--- src/rtl/bandit_environment.sv ---
// Bandit environment: takes one arm index at a time and answers with a
// Bernoulli reward. The reward probability comes from a software-loaded
// threshold table, compared against a free-running 16-bit Galois LFSR.
module bandit_environment #(
    parameter int          ACTION_WIDTH = 8,
    parameter int          REWARD_WIDTH = 16,
    parameter int          REWARD_VALUE = 255,
    parameter logic [15:0] SEED         = 16'hACE1
) (
    input  logic                    clock,
    input  logic                    reset,
    input  logic                    action_valid,
    input  logic [ACTION_WIDTH-1:0] action_data,
    output logic                    action_ready,
    output logic                    reward_valid,
    output logic [REWARD_WIDTH-1:0] reward_data,
    input  logic                    reward_ready,
    input  logic                    config_write,
    input  logic [ACTION_WIDTH-1:0] config_address,
    input  logic [15:0]             config_data,
    output logic [31:0]             reward_count
);

    localparam int                      DEPTH      = 2 ** ACTION_WIDTH;
    localparam logic [REWARD_WIDTH-1:0] REWARD_HIT = REWARD_WIDTH'(REWARD_VALUE);
    localparam logic [15:0]             LFSR_MASK  = 16'hB400;

    typedef enum logic [1:0] {
        S_IDLE,
        S_LOOKUP,
        S_RESPOND
    } state_t;

    state_t                  state_q, state_d;
    logic [15:0]             lfsr_q;
    logic [15:0]             thr_q;
    logic [REWARD_WIDTH-1:0] reward_data_q, reward_data_d;
    logic [31:0]             count_q, count_d;
    logic [15:0]             table_q [DEPTH];

    // One step of the right-shifting Galois LFSR (x^16+x^14+x^13+x^11+1).
    function automatic logic [15:0] lfsr_step(input logic [15:0] s);
        return (s >> 1) ^ (s[0] ? LFSR_MASK : 16'h0000);
    endfunction

    // Outputs decode straight from state; ready is also masked while reset is held.
    assign action_ready = (state_q == S_IDLE) && !reset;
    assign reward_valid = (state_q == S_RESPOND);
    assign reward_data  = reward_data_q;
    assign reward_count = count_q;

    // Next-state, reward decision and delivered-reward counting.
    always_comb begin
        state_d       = state_q;
        reward_data_d = reward_data_q;
        count_d       = count_q;
        case (state_q)
            S_IDLE: begin
                if (action_valid) state_d = S_LOOKUP;
            end
            S_LOOKUP: begin
                reward_data_d = (lfsr_q < thr_q) ? REWARD_HIT : '0;
                state_d       = S_RESPOND;
            end
            S_RESPOND: begin
                if (reward_ready) begin
                    state_d = S_IDLE;
                    if (reward_data_q != '0) count_d = count_q + 32'd1;
                end
            end
            default: state_d = S_IDLE;
        endcase
    end

    // Control state, reward register, counter and LFSR with async reset.
    always_ff @(posedge clock or posedge reset) begin
        if (reset) begin
            state_q       <= S_IDLE;
            reward_data_q <= '0;
            count_q       <= '0;
            lfsr_q        <= SEED;
        end else begin
            state_q       <= state_d;
            reward_data_q <= reward_data_d;
            count_q       <= count_d;
            lfsr_q        <= lfsr_step(lfsr_q);
        end
    end

    // Capture the arm's threshold on acceptance; a same-edge write is not seen (read-first).
    always_ff @(posedge clock) begin
        if (state_q == S_IDLE && action_valid) thr_q <= table_q[action_data];
    end

    // Threshold table writes, accepted in any state.
    always_ff @(posedge clock) begin
        if (config_write) table_q[config_address] <= config_data;
    end

endmodule

--- config.mk ---
export PLATFORM = sky130hd
export DESIGN_NAME = bandit_environment
export DESIGN_NICKNAME = d
export VERILOG_FILES = /design/src/rtl/bandit_environment.sv
export SDC_FILE = /design/constraint.sdc
export NUM_CORES = 2
export LEC_CHECK = 0
export ABC_AREA = 0
export ABC_CLOCK_PERIOD_IN_PS = 3180
export BUFFER_PORTS_ARGS = -buffer_cell sky130_fd_sc_hd__buf_2
export CORE_MARGIN = 10
export CORE_UTILIZATION = 55
export DETAILED_ROUTE_END_ITERATION = 10
export PLACE_DENSITY = 0.75
export SLEW_MARGIN = 15
export SYNTH_ARGS = -nofsm -noshare
export SYNTH_HDL_FRONTEND = slang
export SYNTH_SLANG_ARGS = --single-unit
export TNS_END_PERCENT = 50
--- constraint.sdc ---
create_clock -name clock -period 3.18 [get_ports clock]
set_input_delay 0.159 -clock clock [delete_from_list [all_inputs] [get_ports clock]]
set_output_delay 0.159 -clock clock [all_outputs]
set_load 0.1 [all_outputs]
After elaboration in Yosys (flattened, before gate mapping)
Memory sizes are Yosys's and may differ from the RTL's. A register that Yosys moved wholly into a read port is not among the register bits.
Index checks and enable logic that the tools add are counted.
{"block": "totals", "rom_bits": 0, "regBits": 66, "out_inout_bits": 50, "word_cells": 26, "n_memories": 1, "ramBits": 4096, "latchBits": 0, "in_bits": 37}
{"memory": "table_q", "words": 256, "word_bits": 16, "read_ports": 1, "rd_clocked_by_memory_dff": 1, "wr": 1, "line_no": "39", "source": "logic [15:0] table_q [DEPTH];"}
{"block": "classes", "magnitude_cmp": 1, "n_reduce_logical": 7, "add_sub_neg": 1, "eq_ne": 4, "n_shift": 0, "div": 0, "muxes": 7, "mul": 0, "bitwise_logic": 1}
{"op": "$add 32x1->32 const B", "count": 1}
{"op": "$lt 16x16->1", "count": 1}
{"op": "$mux 16", "count": 1}
{"op": "$reduce_bool 16->1", "count": 1}
{"op": "$xor 15x16->16", "count": 1}
{"op": "$mux 8", "count": 1}
{"op": "$pmux 2 s3", "count": 1}
{"op": "$mux 2", "count": 2}
{"op": "$reduce_and 3->1", "count": 1}
{"op": "$eq 2x1->1 const B", "count": 1}
{"op": "$eq 2x2->1 const B", "count": 1}
{"op": "$logic_and 1x1->1", "count": 2}
{"op": "$logic_not 2->1", "count": 1}
{"op": "$mux 1", "count": 2}
{"op": "$ne 2x1->1 const B", "count": 1}
{"op": "$ne 2x2->1 const B", "count": 1}
{"op": "$reduce_and 2->1", "count": 1}
{"op": "$logic_not 1->1", "count": 1}

Logic depth before layout (Yosys ltp)
{"block": "depth", "depth_word": 3, "ltp_mapped": 12, "ltp_nobuf": 8}

Worst setup path before layout
Ideal clock, no wire load.
{"block": "synth_timing", "kind": "register to register", "startpoint": "reg count_q[4] (netlist: reward_count[4])", "endpoint": "reg count_q[31] (netlist: reward_count[31])", "synth_period_minus_slack_ns": 2.768, "path_stages_with_launch": 8, "required_ns": 3.019, "slack_ns": 0.412, "setup_ns": 0.161, "arrival_ns": 2.607, "n_path_buf": 0, "path_cell_list": "dfrtp_1 and4_1 nand4_1 nor2_2 nand3_1 or3_1 nor3_1 xor2_1"}
{"block": "synth_via", "elab_chain_cells": 1}
{"item": "from (decl)", "line_no": "38", "source": "logic [31:0] count_q, count_d;"}
{"item": "from (signal assigned)", "line_no": "85", "source": "count_q <= count_d;"}
{"item": "$add 32x1->32", "line_no": "68", "source": "if (reward_data_q != '0) count_d = count_q + 32'd1;"}
Every way passes these cells.
A chain may end at the register's enable or synchronous reset.

==> impl_metrics.csv <==
group,metric,value,unit
critical_path,critPathLaunchType,"register",
clock_network,cts_tree,"done",
logic_synthesis,synth_commonest_cells,"edfxtp_1, mux4_2, mux2i_1",
outcome,violations,"negative setup slack",
placement,io_buffers,78,
sta,worst_pin_slew,1226,ps
logic_synthesis,synthArstFlopShare,0.01225,
sta,setup_viol,1,
die,design.core.area,290800,um^2
critical_path,cp-end-kind,"register",
logic_synthesis,ys_ff_latch,4163,
min_path,hold_path_class,"input port to register",
critical_path,worst_ep_required_time,4020,ps
logic_synthesis,avgSynthCellArea,21.55,um^2
critical_path,r2r_slack,-60,ps
global_routing,first_global_vias,84000,
sta,fmax,308.6,MHz
die,num_rows,198,
sta,min_period_over_period,1.019,
logic_synthesis,ys.flop_type,"edfxtp_1",
logic_synthesis,post-synth-top-count-cell,"edfxtp_1",
pwr,total_leakage_power,59.93,nW
global_routing,grt_max_degree,133,
logic_synthesis,synth_area,160700,um^2
logic_synthesis,synth_edf_count,4112,
final_layout,fin_nets,8420,
critical_path,worstPathMaxFanout,2,
final_layout,stdcell_area,184200,um^2
critical_path,slowest_stage,"nor3_1",
min_path,worstHoldStart,"config_write",
critical_path,r2r-start,"table_q[218][2]",
routing,wire_per_inst,33.28,um
logic_synthesis,yosysTopAreaCellShare,0.7683,
sta,slew_headroom,0.1826,
sta,layout_setup_ws,-59.96,ps
logic_synthesis,postSynthCellCount,7459,
sta,clock_skew,57.26,ps
clock_network,cts-root-buf,"clkbuf_16",
min_path,min_path_cells,4,
die,dieArea,314200,um^2
global_routing,antenna_found_initial,27,
run,drv_cap,0,
final_layout,drive_above_1_share,0.2705,
placement,post_dp_cell_area,171100,um^2
clock_network,cts_sinks,4163,
min_path,hold_path_end,"table_q[218][0]",
logic_synthesis,ys_types,71,
critical_path,path_cells,"mux2i_1 -> o221ai_1 -> a21oi_1 -> nor3_1 -> nand3_1 -> buf_4 -> nor3_1 -> buf_4 -> o311a_1",
clock_network,numCtsBuffers,402,
critical_path,critPathKind,"register to register",
clock_network,clk_pin_slew,60,ps
pwr,p_per_area,618.0,nW/um^2
clock_network,post_cts.repair.setup_buffers,0,
routing,wirelength,419.5,mm
routing,drt-vias-per-instance,6.691,
sta,period_needed,3240,ps
pwr,ir_worst_vdd,1.447,mV
routing,drt_pass1_iterations,8,
clock_network,clock_path_buffers,4,
outcome,status,"complete, but fails checks",
sta,tns,-59.96,ps
placement,dp_hpwl,254.0,mm
routing,antenna_left,0,
final_layout,area_growth,14.60,%
critical_path,arrival,4080,ps
clock_network,clock_latency,960,ps
placement,place_congestion,0.9079,
die,pin_count,87,
routing,num_vias,84340,
global_routing,grt_use_total,0.2610,
sta,whs,59.51,ps
die,die_h,560.6,um
routing,drt_iter0_markers,13520,
logic_synthesis,synth_seq_area_share,0.7763,
logic_synthesis,synthTopCellsByArea,"edfxtp_1, mux4_2, mux2i_1, o221ai_1, nor2_1",
sta,hold_viol,0,
routing,drcViolationCount,0,
sta,rsz0062_at_grt,"no",
critical_path,r2r_cells,9,
logic_synthesis,yosys_warnings,0,
logic_synthesis,yosysTopAreaCell,"edfxtp_1",
sta,slew_viol_final,0,
global_routing,grt.overflow.total,0,
die,die_w,560.6,um
critical_path,r2r_end,"thr_q[2]",
clock_network,h-tree-depth,5,
pwr,finalPower,113.8,mW
global_routing,grt_pass1_wl,604.5,mm
die,start_util,0.5526,
critical_path,cp_slowest_stage_delay,690,ps
[how the worst max path moves through the flow]
stage / cells after the start / endpoint / start / slack [ps]
after global routing: 10 / thr_q[5] / table_q[219][5] / 30
after detailed placement: 12 / thr_q[12] / action_data[0] / -720
after CTS: 10 / thr_q[8] / table_q[234][8] / 80
final: 9 / thr_q[2] / table_q[218][2] / -60
after global placement: 12 / thr_q[12] / action_data[0] / -760
after floorplan: 7 / reward_count[31] / reward_count[4] / 410
[power by group]
group          switching (mW)  internal (mW)  total [mW]  leakage [nW]
sequential              0.118           60.5        60.6          37.6
combinational            4.64           2.35        6.99          16.1
clock                    20.5           25.8        46.2          6.22
total                    25.2           88.6         114          59.9
[cells by family (layout without fill, tap and decap cells)]
kind of cell | count (synthesis) | count (layout) | share of synthesized area
xor gates and xnor gates | 34 | 34 | 0.001853
buffers and inverters | 488 | 1711 | 0.01922
other | 1 | 24 | 0.00002333
adders and majority gates | 16 | 16 | 0.001246
AOI/OAI and AO/OA | 798 | 798 | 0.03709
and+or+nand+nor | 644 | 644 | 0.01823
muxes | 1315 | 1315 | 0.1460
DFF | 4163 | 4163 | 0.7763
[per-stage QoR]
stage,setup WS [ps],util,instances
6_report,-59.96,0.6332,12610
5_1_grt,27.48,0.6332,12600
2_1_floorplan,412.3,-,7466
3_5_place_dp,-724.5,0.5882,11830
4_1_cts,77.44,0.6331,12590
3_3_place_gp,-755.2,0.5882,11830
[cell type report]
type / count / area [um^2]
clock buffers: 505 / 10630
inverters: 27 / 108.9
clock inverters: 221 / 2105
multi-input cells: 2815 / 32980
repair buffers: 958 / 8666
diodes: 16 / 40.04
well taps: 3900 / 4880
fillers: 18690 / 106700
flip-flops and latches: 4163 / 124800
[placed cells by master (no fill, tap or decap), types with 21 or more instances in the layout]
master,count
o21ai_0,57
buf_12,113
nand3_1,56
a21oi_1,111
mux4_2,821
dfrtp_1,43
mux2i_1,491
xnor2_1,23
dlygate4sd3_1,31
buf_4,738
bufinv_16,24
nor3_1,114
nand4_1,21
a211oi_1,43
o22ai_1,124
clkbuf_16,405
inv_1,23
a22o_1,53
a221oi_1,71
nor4_1,21
clkbuf_1,88
clkinv_1,85
nor2_1,292
a22oi_1,75
edfxtp_1,4112
o221ai_1,195
buf_2,58
clkinv_2,72
nand2_1,76
[per-layer routing]
metal	up-vias	part of all wire	global-route usage
met5	-	0.000057	0
met4	4	0.057	0.1286
met3	1031	0.11	0.05312
met2	6110	0.47	0.4080
met1	43820	0.36	0.3549
li1	33380	-	-
[critical path, delay by kind of cell (launching register included)]
| kind | cells | cell delay (ps) |
|---|---|---|
| compound gates | 3 | 880 |
| simple gates | 3 | 1400 |
| flops | 1 | 330 |
| buf+inv | 2 | 430 |
| mux | 1 | 70 |
[registers in the layout (all words and copies together), names as in the netlist]
name          cells
reward_data       1
state_q           2
table_q        4096
lfsr_q           16
thr_q            16
reward_count     32
[what timing repair did]
item | CTS | global route
pin swaps | 0 | 0
hold buffers | 31 | 0
gates resized for setup | 2 | 2
setup endpoints to repair | 1 | 2
hold endpoints to repair | 2051 | 0
(Power assumes the default switching activity.)
